--- src/rtl/RV32I.sv ---
// RV32I encodings used by the load/store path: opcode[6:2] and funct3 values.
package RV32I;

  localparam logic [4:0] OP_LOAD  = 5'b00000;
  localparam logic [4:0] OP_STORE = 5'b01000;

  localparam logic [2:0] F3_LB  = 3'b000;
  localparam logic [2:0] F3_LH  = 3'b001;
  localparam logic [2:0] F3_LW  = 3'b010;
  localparam logic [2:0] F3_LBU = 3'b100;
  localparam logic [2:0] F3_LHU = 3'b101;

  localparam logic [2:0] F3_SB  = 3'b000;
  localparam logic [2:0] F3_SH  = 3'b001;
  localparam logic [2:0] F3_SW  = 3'b010;

endpackage

--- src/rtl/rv32i_lsu_ctrl_if.sv ---
// Word-addressed memory bus between the LSU sequencer (master) and memory (slave).
interface rv32i_lsu_ctrl_if;

  logic        bus_req_out;
  logic        bus_we_out;
  logic [31:0] bus_addr_out;
  logic [31:0] bus_wdata_out;
  logic [3:0]  bus_mask_out;
  logic        bus_ack_in;
  logic [31:0] bus_rdata_in;

  modport master (
    output bus_req_out, bus_we_out, bus_addr_out, bus_wdata_out, bus_mask_out,
    input  bus_ack_in, bus_rdata_in
  );

  modport slave (
    input  bus_req_out, bus_we_out, bus_addr_out, bus_wdata_out, bus_mask_out,
    output bus_ack_in, bus_rdata_in
  );

endinterface

--- src/rtl/rv32i_lsu_ctrl.sv ---
// RV32I load/store sequencer: validates one memory op, runs a req/ack bus
// transaction with timeout, and returns extended load data with a done pulse.
module rv32i_lsu_ctrl
  import RV32I::*;
#(
  parameter int unsigned TIMEOUT_CYCLES = 16
) (
  input  logic        clock,
  input  logic        reset,
  input  logic        start_in,
  input  logic [4:0]  opcode_in,
  input  logic [2:0]  funct3_in,
  input  logic [31:0] addr_in,
  input  logic [31:0] wdata_in,
  output logic        busy_out,
  output logic        done_out,
  output logic        fault_out,
  output logic [31:0] rdata_out,
  rv32i_lsu_ctrl_if.master bus
);

  typedef enum logic [1:0] {S_IDLE, S_REQ, S_DONE, S_FAULT} state_e;

  localparam logic [7:0] TIMEOUT_LAST = 8'(TIMEOUT_CYCLES - 1);

  state_e      state_q, state_d;
  logic [7:0]  timer_q, timer_d;
  logic        ld_q, ld_d;
  logic [2:0]  f3_q, f3_d;
  logic [1:0]  off_q, off_d;
  logic        busy_q, busy_d;
  logic        done_q, done_d;
  logic        fault_q, fault_d;
  logic [31:0] rdata_q, rdata_d;
  logic        req_q, req_d;
  logic        we_q, we_d;
  logic [31:0] addr_q, addr_d;
  logic [31:0] wdata_q, wdata_d;
  logic [3:0]  mask_q, mask_d;

  logic        is_load, is_store, f3_ok, aligned, op_ok, accept;
  logic [3:0]  mask_new;
  logic [31:0] wdata_new, shifted, load_ext;

  // Decode of the op presented on the core side; only consumed when accepted.
  always_comb begin
    // NOTE: every combinational output gets a default first so no path can infer a latch.
    is_load   = (opcode_in == OP_LOAD);
    is_store  = (opcode_in == OP_STORE);
    f3_ok     = 1'b0;
    aligned   = 1'b0;
    mask_new  = 4'b0000;
    wdata_new = 32'h0;
    if (is_load)
      f3_ok = funct3_in inside {F3_LB, F3_LH, F3_LW, F3_LBU, F3_LHU};
    else if (is_store)
      f3_ok = funct3_in inside {F3_SB, F3_SH, F3_SW};
    case (funct3_in[1:0])
      2'b00: begin
        aligned   = 1'b1;
        mask_new  = 4'b0001 << addr_in[1:0];
        wdata_new = {4{wdata_in[7:0]}};
      end
      2'b01: begin
        aligned   = ~addr_in[0];
        mask_new  = addr_in[1] ? 4'b1100 : 4'b0011;
        wdata_new = {2{wdata_in[15:0]}};
      end
      default: begin
        aligned   = (addr_in[1:0] == 2'b00);
        mask_new  = 4'b1111;
        wdata_new = wdata_in;
      end
    endcase
    if (is_load) wdata_new = 32'h0;
    op_ok  = f3_ok && aligned;
    accept = (state_q == S_IDLE) && start_in;
  end

  // Lane-shift and extend the returned word using the op latched at accept.
  always_comb begin
    shifted = bus.bus_rdata_in >> {off_q, 3'b000};
    case (f3_q)
      F3_LB:   load_ext = {{24{shifted[7]}}, shifted[7:0]};
      F3_LH:   load_ext = {{16{shifted[15]}}, shifted[15:0]};
      F3_LBU:  load_ext = {24'h0, shifted[7:0]};
      F3_LHU:  load_ext = {16'h0, shifted[15:0]};
      default: load_ext = shifted;
    endcase
  end

  // Next-state logic; an ack in the expiring cycle still wins over the timeout.
  always_comb begin
    state_d = state_q;
    timer_d = timer_q;
    case (state_q)
      S_IDLE: begin
        timer_d = 8'h0;
        if (start_in) state_d = op_ok ? S_REQ : S_FAULT;
      end
      S_REQ: begin
        if (bus.bus_ack_in)              state_d = S_DONE;
        else if (timer_q == TIMEOUT_LAST) state_d = S_FAULT;
        else                             timer_d = timer_q + 8'h1;
      end
      default: state_d = S_IDLE;
    endcase
  end

  // Output logic: all outputs are registered, decoded from the next state.
  always_comb begin
    busy_d  = (state_d != S_IDLE);
    done_d  = (state_d == S_DONE) || (state_d == S_FAULT);
    fault_d = (state_d == S_FAULT);
    req_d   = (state_d == S_REQ);
    we_d    = we_q;
    addr_d  = addr_q;
    wdata_d = wdata_q;
    mask_d  = mask_q;
    ld_d    = ld_q;
    f3_d    = f3_q;
    off_d   = off_q;
    rdata_d = rdata_q;
    if (accept) begin
      rdata_d = 32'h0;
      if (op_ok) begin
        we_d    = is_store;
        addr_d  = {addr_in[31:2], 2'b00};
        wdata_d = wdata_new;
        mask_d  = mask_new;
        ld_d    = is_load;
        f3_d    = funct3_in;
        off_d   = addr_in[1:0];
      end
    end
    if ((state_q == S_REQ) && bus.bus_ack_in && ld_q) rdata_d = load_ext;
  end

  // NOTE: the reset is synchronous and clears every flop; there is no memory array to exempt.
  always_ff @(posedge clock) begin
    if (reset) begin
      // NOTE: sequential state uses non-blocking assignments so all flops update together.
      state_q <= S_IDLE;
      timer_q <= 8'h0;
      ld_q    <= 1'b0;
      f3_q    <= 3'b000;
      off_q   <= 2'b00;
      busy_q  <= 1'b0;
      done_q  <= 1'b0;
      fault_q <= 1'b0;
      rdata_q <= 32'h0;
      req_q   <= 1'b0;
      we_q    <= 1'b0;
      addr_q  <= 32'h0;
      wdata_q <= 32'h0;
      mask_q  <= 4'b0000;
    end else begin
      state_q <= state_d;
      timer_q <= timer_d;
      ld_q    <= ld_d;
      f3_q    <= f3_d;
      off_q   <= off_d;
      busy_q  <= busy_d;
      done_q  <= done_d;
      fault_q <= fault_d;
      rdata_q <= rdata_d;
      req_q   <= req_d;
      we_q    <= we_d;
      addr_q  <= addr_d;
      wdata_q <= wdata_d;
      mask_q  <= mask_d;
    end
  end

  assign busy_out          = busy_q;
  assign done_out          = done_q;
  assign fault_out         = fault_q;
  assign rdata_out         = rdata_q;
  assign bus.bus_req_out   = req_q;
  assign bus.bus_we_out    = we_q;
  assign bus.bus_addr_out  = addr_q;
  assign bus.bus_wdata_out = wdata_q;
  assign bus.bus_mask_out  = mask_q;

endmodule

--- src/flat_wrapper.sv ---
// flat-port wrapper written by rule: the top's interface ports become plain ports
module rv32i_lsu_ctrl_flat import RV32I::*;
#(
  parameter int unsigned TIMEOUT_CYCLES = 16
)
  (clock, reset, start_in, opcode_in, funct3_in, addr_in, wdata_in, busy_out, done_out, fault_out, rdata_out, bus_bus_req_out, bus_bus_we_out, bus_bus_addr_out, bus_bus_wdata_out, bus_bus_mask_out, bus_bus_ack_in, bus_bus_rdata_in);
  rv32i_lsu_ctrl_if bus_i ();
  input  logic clock;
  input  logic reset;
  input  logic start_in;
  input  logic [4:0] opcode_in;
  input  logic [2:0] funct3_in;
  input  logic [31:0] addr_in;
  input  logic [31:0] wdata_in;
  output logic busy_out;
  output logic done_out;
  output logic fault_out;
  output logic [31:0] rdata_out;
  output wire logic [$bits(bus_i.bus_req_out)-1:0] bus_bus_req_out;
  output wire logic [$bits(bus_i.bus_we_out)-1:0] bus_bus_we_out;
  output wire logic [$bits(bus_i.bus_addr_out)-1:0] bus_bus_addr_out;
  output wire logic [$bits(bus_i.bus_wdata_out)-1:0] bus_bus_wdata_out;
  output wire logic [$bits(bus_i.bus_mask_out)-1:0] bus_bus_mask_out;
  input wire logic [$bits(bus_i.bus_ack_in)-1:0] bus_bus_ack_in;
  input wire logic [$bits(bus_i.bus_rdata_in)-1:0] bus_bus_rdata_in;
  assign bus_bus_req_out = bus_i.bus_req_out;
  assign bus_bus_we_out = bus_i.bus_we_out;
  assign bus_bus_addr_out = bus_i.bus_addr_out;
  assign bus_bus_wdata_out = bus_i.bus_wdata_out;
  assign bus_bus_mask_out = bus_i.bus_mask_out;
  assign bus_i.bus_ack_in = bus_bus_ack_in;
  assign bus_i.bus_rdata_in = bus_bus_rdata_in;
  rv32i_lsu_ctrl #(.TIMEOUT_CYCLES(TIMEOUT_CYCLES)) u_core (.clock(clock), .reset(reset), .start_in(start_in), .opcode_in(opcode_in), .funct3_in(funct3_in), .addr_in(addr_in), .wdata_in(wdata_in), .busy_out(busy_out), .done_out(done_out), .fault_out(fault_out), .rdata_out(rdata_out), .bus(bus_i));
endmodule
--- config.mk ---
export PLATFORM = sky130hd
export DESIGN_NAME = rv32i_lsu_ctrl_flat
export DESIGN_NICKNAME = d
export VERILOG_FILES = /design/src/rtl/RV32I.sv /design/src/rtl/rv32i_lsu_ctrl_if.sv /design/src/rtl/rv32i_lsu_ctrl.sv /design/src/flat_wrapper.sv
export SDC_FILE = /design/constraint.sdc
export NUM_CORES = 1
export LEC_CHECK = 0
export BUFFER_PORTS_ARGS = -buffer_cell sky130_fd_sc_hd__buf_4
export CORE_UTILIZATION = 52
export CTS_CLUSTER_SIZE = 16
export DETAILED_ROUTE_END_ITERATION = 10
export GPL_TIMING_DRIVEN = 0
export HOLD_SLACK_MARGIN = 0.03
export MAX_ROUTING_LAYER = met4
export PLACE_DENSITY_LB_ADDON = 0.1
export SLEW_MARGIN = 0
export SYNTH_ARGS = -nofsm -noshare
export SYNTH_HDL_FRONTEND = slang
export SYNTH_SLANG_ARGS = --single-unit
export TNS_END_PERCENT = 5
--- constraint.sdc ---
create_clock -name clock -period 3.2 [get_ports clock]
set_clock_uncertainty 0.05 [all_clocks]
set_input_delay 0.16 -clock clock [delete_from_list [all_inputs] [get_ports clock]]
set_output_delay 0.16 -clock clock [all_outputs]
set_load 0.005 [all_outputs]
# Word-level counts from Yosys, hierarchy flattened

Cells that the tools add are included.

Bits of input ports: 108
Register bits: 119
Word-level logic and storage cells: 70

Multiplexer cells: 18
Eq/ne operators: 16
Reductions and logical operators: 18
Add/sub/neg operators: 1
Shift operators: 2
Bitwise operators: 1

Operators by type and width:

| operator                                      | number |
|---|---|
| one-hot mux 32 bit (4 select lines)           | 1 |
| two-way mux 32 bit                            | 3 |
| one-hot mux 32 bit (2 select lines)           | 1 |
| >> shifter 32 x 5 -> 32 bit                   | 1 |
| two-way mux 8 bit                             | 2 |
| one-hot mux 8 bit (2 select lines)            | 1 |
| == test 3 bit, second input constant          | 4 |
| adder 8 x 1 -> 8 bit, second input constant   | 1 |
| == test 8 x 4 -> 1 bit, second input constant | 1 |
| two-way mux 2 bit                             | 4 |
| one-hot mux 4 bit (2 select lines)            | 1 |
| == test 2 x 1 -> 1 bit, second input constant | 3 |
| == test 3 x 1 -> 1 bit, second input constant | 2 |
| zero test 2 bit                               | 3 |
| zero test 3 bit                               | 2 |
| nonzero test 2 bit                            | 3 |
| == test 5 x 4 -> 1 bit, second input constant | 1 |
| zero test 5 bit                               | 1 |
| nonzero test 5 bit                            | 1 |
| == test 2 bit, second input constant          | 2 |
| logical AND 1 bit                             | 4 |
| two-way mux 4 bit                             | 1 |
| != test 2 bit, second input constant          | 2 |
| one-hot mux 2 bit (2 select lines)            | 1 |
| 9 further kinds                               | 10 |

# Longest topological paths before layout

Gate-level depths: netlist of run 1.

Depth in word-level cells: 10
Mapped depth: 7
Mapped depth without buffers: 5

# Worst setup path before layout of run 1

No wires, ideal clock.

Kind: register -> register
From: reg u_core.state_q[1]
To: reg u_core.rdata_q[29] (netlist: u_core.rdata_out[29])
Cell stages (with the launch flop): 7
Buffers on the path: 2
Period minus slack after synthesis: 1.642 ns
Path slack: 1.558 ns
Setup time: 0.069 ns
Data arrival time: 1.523 ns
Cells stage by stage: dfxtp_1 > buf_4 > nand4b_1 > or4_1 > a211o_1 > buf_6 > o21ai_1

Word-level cells in the longest chain between the ends: 4
Elaborated cells between the ends (all ways): 7
Classes of those cells: eq/ne (1); mux (1); reduce/logical (5)

RTL lines:

| element                                                         | RTL line              | RTL |
|---|---|---|
| start: declaration                                              | rv32i_lsu_ctrl.sv:26  | `state_e state_q, state_d;` |
| start signal: assignment                                        | rv32i_lsu_ctrl.sv:158 | `state_q <= state_d;` |
| == test 2 x 1 -> 1 bit                                          | rv32i_lsu_ctrl.sv:136 | `if ((state_q == S_REQ) && bus.bus_ack_in && ld_q) rdata_d = load_ext;` |
| logical AND 1 bit (2 in a row)                                  | rv32i_lsu_ctrl.sv:136 |  |
| two-way mux 32 bit / nonzero test 2 bit (equally long branches) | n/a                   |  |
| end signal: assignment                                          | rv32i_lsu_ctrl.sv:166 | `rdata_q <= rdata_d;` |
| end: declaration                                                | rv32i_lsu_ctrl.sv:34  | `logic [31:0] rdata_q, rdata_d;` |

Several ways; a longest one is shown, not always the timed one.
A chain may end at the register's enable or synchronous reset.

# Worst setup path in the final report of run 1

From: reg u_core.state_q[0]
To: reg u_core.wdata_q[3] (netlist: u_core.bus.bus_wdata_out[3])

Word-level cells in the longest chain between the ends: 3

RTL lines:

| element                       | RTL line              | RTL |
|---|---|---|
| zero test 2 bit               | rv32i_lsu_ctrl.sv:77  | `accept = (state_q == S_IDLE) && start_in;` |
| logical AND 1 bit             | rv32i_lsu_ctrl.sv:77  |  |
| AND reduction 2 bit (no line) | n/a                   |  |
| end signal: assignment        | rv32i_lsu_ctrl.sv:170 | `wdata_q <= wdata_d;` |
| end: declaration              | rv32i_lsu_ctrl.sv:38  | `logic [31:0] wdata_q, wdata_d;` |

Every way passes these cells.

==> metrics.yaml, run 1 <==
status: "complete, no violations"
antenna_found_initial: 0
syn_area_per_cell_um2: 8.69
relSlewSlack: 0.521
grt_max_degree: 17
hp-start: "wdata_in[18]"
vias_per_cell: 5.64
reg2reg_from: "u_core.state_q[0]"
most-common-layout-cells: "buf_4 (212), dfxtp_1 (119), nand2_1 (112)"
grt_pass1_vias: 5719
synth_top_cell_area_share: 0.453
synth-simple-area-share: 0.177
routabilityCongestion: 0.885
fill_cells: 571
cts_setup_buffers: 0
synthAdderAreaFrac: 0.00238
grt.total_usage: 0.361
syn_to_final_growth_pct: 58.1
io_pins: 213
cts_root_buf: "clkbuf_8"
drc: 0
route.vias.total: 5918
clk_transition_reported_paths_ps: 60
whs_endpoint: "u_core.bus.bus_wdata_out[18]"
rrSetupSlack_ps: 900
whs_path_depth: 4
synth_top_family_by_area: "compound AO/OA/AOI/OAI gates"
synth_area_mm2: 0.00526
worst_pin_slew_ps: 715
cts_max_path_buffers: 2
synth_edf_count: 0
post_drt_wl_per_cell_um: 17.8
drt_iter0_markers: 245
post-route-min-period_ps: 2300
total_power_w: 0.00386
hp-class: "primary input to flip-flop"
synth_cell_types: 50
synth-seq-area-share: 0.453
fin_crit_sh: 0.719
max_clock_freq_mhz: 434
synth-compound-area-share: 0.190
synth.area.top_cells: "dfxtp_1 (45%), nand2_1 (8.0%), a21oi_1 (7.7%)"
start_kind: "flip-flop"
diodes: 0
core_area_mm2: 0.00977
peakVddDrop_mv: 0.361
critPathKind: "flip-flop to flip-flop"
cap_violations: 0
drt-total-wl_mm: 18.7
dr.pass1.iters: 5
synth-seq-cells: 119
power_density_mw_per_mm2: 464
portBuffers: 206
rsz0062_at_grt: "false"
die_h_um: 103
timing.rr.end: "u_core.bus.bus_wdata_out[3]"
grt_pass1_wl_mm: 27.8
mostFrequentLayoutCell: "buf_4"
synth_flop_cell: "dfxtp_1"
drive_above_1_share: 0.326
r2r.worst_path.cells: 7
rows: 36
maxSlewViolCount: 0
post-dp-hpwl_mm: 11.7
syn_inst: 605
grt-ovfl-total: 0
synth-xor-area-share: 0.00999
synthMuxAreaShare: 0.118
cts.sinks: 119
cts_max_level: 4
yosys_warnings: 0
cp.arrival_ps: 2710
ant_nets: 0
cp-end-kind: "flip-flop"
cts_made_buffers: 17
hold_violations: 0
die_area_mm2: 0.0105
clk_latency_ps: 520
leakagePower_nw: 3.41
fin_nets: 1013
path_max_fanout: 10
setup_tns_ps: 0
cts_resized: 0
cts_tree: "yes"
async_flop_share: 0
crit_required_ps: 3610
start_util: 0.538
die_x_um: 103
setup_violations: 0
yosysTopAreaCell: "dfxtp_1"
-- state kept, by name, indices dropped and copies added (netlist names), 2 cells and up --
signal                    count
u_core.rdata_out             32
u_core.off_q                  2
u_core.bus.bus_mask_out       4
u_core.timer_q                8
u_core.state_q                2
u_core.bus.bus_addr_out      30
u_core.bus.bus_wdata_out     32
u_core.f3_q                   3
-- worst max-delay path: stages, from the launching register on --
cell and delay, ps:
dfxtp_1 290, buf_2 170, nor3b_4 370, o2111a_1 280, buf_2 240, nand3_1 120
dlygate4sd3_1 580, a21oi_1 140
-- how the worst max path moves through the flow --
stage / cells after the start / slack [ps] / start / endpoint
after floorplan: 6 / 1560 / u_core.state_q[1] / u_core.rdata_out[29]
after global placement: 6 / 1180 / u_core.state_q[0] / u_core.bus.bus_mask_out[1]
after detailed placement: 6 / 1150 / u_core.state_q[0] / u_core.bus.bus_mask_out[3]
after CTS: 7 / 930 / u_core.state_q[0] / u_core.bus.bus_wdata_out[3]
after global routing: 7 / 800 / u_core.state_q[0] / u_core.bus.bus_wdata_out[3]
final: 7 / 900 / u_core.state_q[0] / u_core.bus.bus_wdata_out[3]
-- cell type report --
| class | instances | area [um^2] | area share |
|---|---|---|---|
| Clock inverter | 12 | 175 | 0.0211 |
| Clock buffer | 20 | 435 | 0.0524 |
| Inverter | 1 | 3.75 | 0.000451 |
| Tap cell | 133 | 166 | 0.0200 |
| Buffer | 55 | 256 | 0.0308 |
| Sequential cell | 119 | 2380 | 0.286 |
| Timing Repair Buffer | 279 | 2280 | 0.274 |
| Multi-Input combinational cell | 431 | 2620 | 0.315 |
-- kinds of logic (layout without fill, tap and decap cells) --
logic type | Yosys count | in the layout
buffers and inverters | 56 | 367
AO/OA/AOI/OAI | 165 | 165
other | 1 | 2
flip-flops | 119 | 119
AND/OR/NAND/NOR | 208 | 208
multiplexers | 49 | 49
adder cells (fa/ha/maj) | 1 | 1
XOR/XNOR | 6 | 6
-- report_power, final --
part / total (W) / leakage, nW / internal [W] / switching [W]
Clock: 0.00198 / 0.291 / 0.00128 / 0.000694
Sequential: 0.00150 / 0.960 / 0.00149 / 0.00000393
Combinational: 0.000387 / 2.16 / 0.000211 / 0.000176
Total: 0.00386 / 3.41 / 0.00299 / 0.000874
-- per-layer routing --
layer | track usage | vias up | part of all wire
li1 | - | 2746 | -
met1 | 0.390 | 2807 | 0.38
met2 | 0.615 | 307 | 0.51
met3 | 0.108 | 58 | 0.079
met4 | 0.154 | 0 | 0.030
met5 | - | - | 0
-- cell usage after synthesis (11+ instances only) --
| cell | n |
|---|---|
| mux2i_1 | 17 |
| clkbuf_1 | 30 |
| mux2_2 | 24 |
| buf_2 | 16 |
| a32oi_1 | 16 |
| a21oi_1 | 81 |
| nand2_1 | 112 |
| o21ai_0 | 24 |
| nand3_1 | 37 |
| o21ai_1 | 11 |
| nor2_1 | 31 |
| dfxtp_1 | 119 |
-- what timing repair did --
item / in CTS / in global routing
hold endpoints to repair: 72 / 0
setup endpoints to repair: 0 / 0
hold buffers: 73 / 0
-- per-stage QoR --
step                      area, um^2  cells  setup WS (ps)  utilization  hold slack [ps]
after CTS                       8320   1050            933        0.851             30.3
after global routing            8320   1050            802        0.851             31.3
after global placement          6980    945           1180        0.714              357
after floorplan                 5260    606           1560            -              246
after detailed placement        6980    945           1150        0.714              369
final                           8320   1050            898        0.851             22.8
No activity file was read; power rests on OpenSTA's default activity.
==> inputs of run 2 (changes only) <==
--- a/config.mk
+++ b/config.mk
@@ -6,7 +6,7 @@
 export NUM_CORES = 1
 export LEC_CHECK = 0
 export BUFFER_PORTS_ARGS = -buffer_cell sky130_fd_sc_hd__buf_4
-export CORE_UTILIZATION = 52
+export CORE_UTILIZATION = 44
 export CTS_CLUSTER_SIZE = 16
 export DETAILED_ROUTE_END_ITERATION = 10
 export GPL_TIMING_DRIVEN = 0
==> constraint.sdc (replaced) <==
create_clock -name clock -period 2.1 [get_ports clock]
set_clock_uncertainty 0.05 [all_clocks]
set_input_delay 0.105 -clock clock [delete_from_list [all_inputs] [get_ports clock]]
set_output_delay 0.105 -clock clock [all_outputs]
set_load 0.005 [all_outputs]
==> run 2 against run 1 <==
Sequential power is 52% higher; power rose by 51%; non-clock buffer count decreased by 20; utilization is 14 points lower; setup slack lost 760 ps; first-iteration DRC count is 58% higher; largest power group unchanged; critical path depth unchanged; the flow now finishes with violations (DRC); critical endpoint is now u_core.rdata_out[29]; cell count down 1.1%.
==> metrics.yaml, run 2 (synthesized netlist as in run 1, its figures left out) <==
drt-total-wl_mm: 16.9  # -9.4%
vias_per_cell: 5.33  # -5.4%
cts_max_path_buffers: 2  # unchanged
hold_violations: 0  # unchanged
peakVddDrop_mv: 0.646  # +79%
cts.sinks: 119  # unchanged
start_kind: "flip-flop"
rrSetupSlack_ps: 130  # -760 ps
antenna_found_initial: 0  # unchanged
design_area_mm2: 0.00814  # -2.2%
start_util: 0.457  # -0.0814
diodes: 0  # unchanged
drive_above_1_share: 0.333  # +0.00690
core_area_mm2: 0.0115  # +18%
die_area_mm2: 0.0124  # +18%
hp-class: "primary input to flip-flop"
cap_violations: 0  # unchanged
ant_nets: 0  # unchanged
worst_pin_slew_ps: 711  # -4.55 ps
crit_path_max_incr_delay_ps: 410  # -170 ps
leakagePower_nw: 3.34  # -2.0%
grt.total_usage: 0.292  # -0.0696
post_drt_wl_per_cell_um: 16.3  # -8.3%
setup_tns_ps: 0  # unchanged
fin_nets: 993  # -2.0%
use_met1: 0.336  # -0.0541
post-dp-hpwl_mm: 12.1  # +3.2%
die_h_um: 111  # +8.5%
die_x_um: 111  # +8.5%
rsz0062_at_grt: "false"
cts_tree: "yes"
path_max_fanout: 10  # unchanged
violations: "DRC"
postPlaceCellArea_mm2: 0.00699  # +0.18%
route.vias.total: 5533  # -6.5%
dr.pass1.iters: 7  # +2
crit_slowest_cell: "a211o_1"
grt_util_met2: 0.484  # -0.131
portBuffers: 206  # unchanged
grt_max_degree: 17  # unchanged
clk_transition_reported_paths_ps: 50  # about the same
syn_to_final_growth_pct: 54.7
cts_root_buf: "clkbuf_16"
path_cells: "buf_2, nor2b_1, clkbuf_1, a2bb2oi_1, a211o_1, buf_6, o21ai_1"
status: "finished with violations"
grt_pass1_vias: 5556  # -2.9%
max_clock_freq_mhz: 509  # +17%
grt_pass1_wl_mm: 27.6  # -0.75%
drt_iter0_markers: 388  # +58%
fin_crit_sh: 0.936  # +0.217
busiest_layer: "met2"
grt-ovfl-total: 0  # unchanged
cp-end-kind: "flip-flop"
cts_made_buffers: 17  # unchanged
crit_required_ps: 2400  # -1210 ps
routabilityCongestion: 0.860  # -2.8%
cts_max_level: 4  # unchanged
setup_violations: 0  # unchanged
most-common-layout-cells: "buf_4 (212), dfxtp_1 (119), nand2_1 (112)"
clk_latency_ps: 420  # -100 ps
rows: 39  # +8.3%
post-route-min-period_ps: 1970  # -337 ps
power_density_mw_per_mm2: 715  # +54%
cp.arrival_ps: 2260  # -450 ps
critPathKind: "flip-flop to flip-flop"
maxSlewViolCount: 0  # unchanged
drc: 20  # +20
relSlewSlack: 0.524  # +0.00305
mostFrequentLayoutCell: "buf_4"
io_pins: 213  # unchanged
use_met3: 0.0749  # -0.0329
run 2: cell count changes in the layout (fill, tap and decap cells not counted), sizes merged:
| cell | change |
|---|---|
| clkinvlp | -1 |
| clkbuf | +3 |
| inv | -1 |
| dlygate4sd3 | -20 |
| clkinv | -2 |
| bufinv | -1 |
run 2: report_power, final:
part	switching (W)	total (W)	leakage, nW	internal, W
logic	0.000253	0.000556	2.09	0.000302
clock network	0.00100	0.00298	0.291	0.00197
registers	0.00000559	0.00228	0.960	0.00228
total	0.00126	0.00581	3.34	0.00455
run 2: what timing repair did:
action / in CTS / in global routing
setup buffers: 0 / 0
gates resized for setup: 0 / 3
hold buffers: 53 / 0
endpoints found under the hold margin: 59 / 0
endpoints found under the setup margin: 0 / 23
run 2: per-layer routing:
metal / up-vias / share of wire
met5: - / 0
met4: 0 / 0.020
met2: 203 / 0.49
met1: 2596 / 0.42
met3: 27 / 0.068
li1: 2707 / -
run 2: worst paths after layout:
kind / start / end / depth (start not counted)
hold / removal: wdata_in[29] / u_core.bus.bus_wdata_out[29] / 5
setup reg to reg: u_core.off_q[1] / u_core.rdata_out[29] / 7
hold reg to reg: u_core.bus.bus_addr_out[25] / u_core.bus.bus_addr_out[25] / 2
setup / recovery: u_core.off_q[1] / u_core.rdata_out[29] / 7
run 2: cell type report:
class | count | area (um^2)
Fill cell | 917 | 3380
Multi-Input combinational cell | 431 | 2630
Sequential cell | 119 | 2380
Timing Repair Buffer | 259 | 2080
Clock buffer | 23 | 488
Buffer | 55 | 258
Tap cell | 143 | 179
Clock inverter | 7 | 119
Inverter | 1 | 3.75
run 2: worst max-delay path, delay by kind of cell, from the launching register on:
family / cells / cell delay [ps]
DFF: 1 / 300
buffers and inverters: 3 / 740
AOI/OAI and AO/OA: 3 / 640
and+or+nand+nor: 1 / 160
run 2: through the flow:
stage	instances	hold slack, ps	setup slack, ps	total power (W)	util
finish	1038	52.0	135	0.00581	0.707
global route	1038	62.0	3.94	0.00599	0.707
CTS	1038	33.7	18.1	0.00584	0.706
detailed placement	955	312	36.8	0.00279	0.607
global placement	955	302	43.5	0.00279	0.607
floorplan	606	191	458	0.00254	-
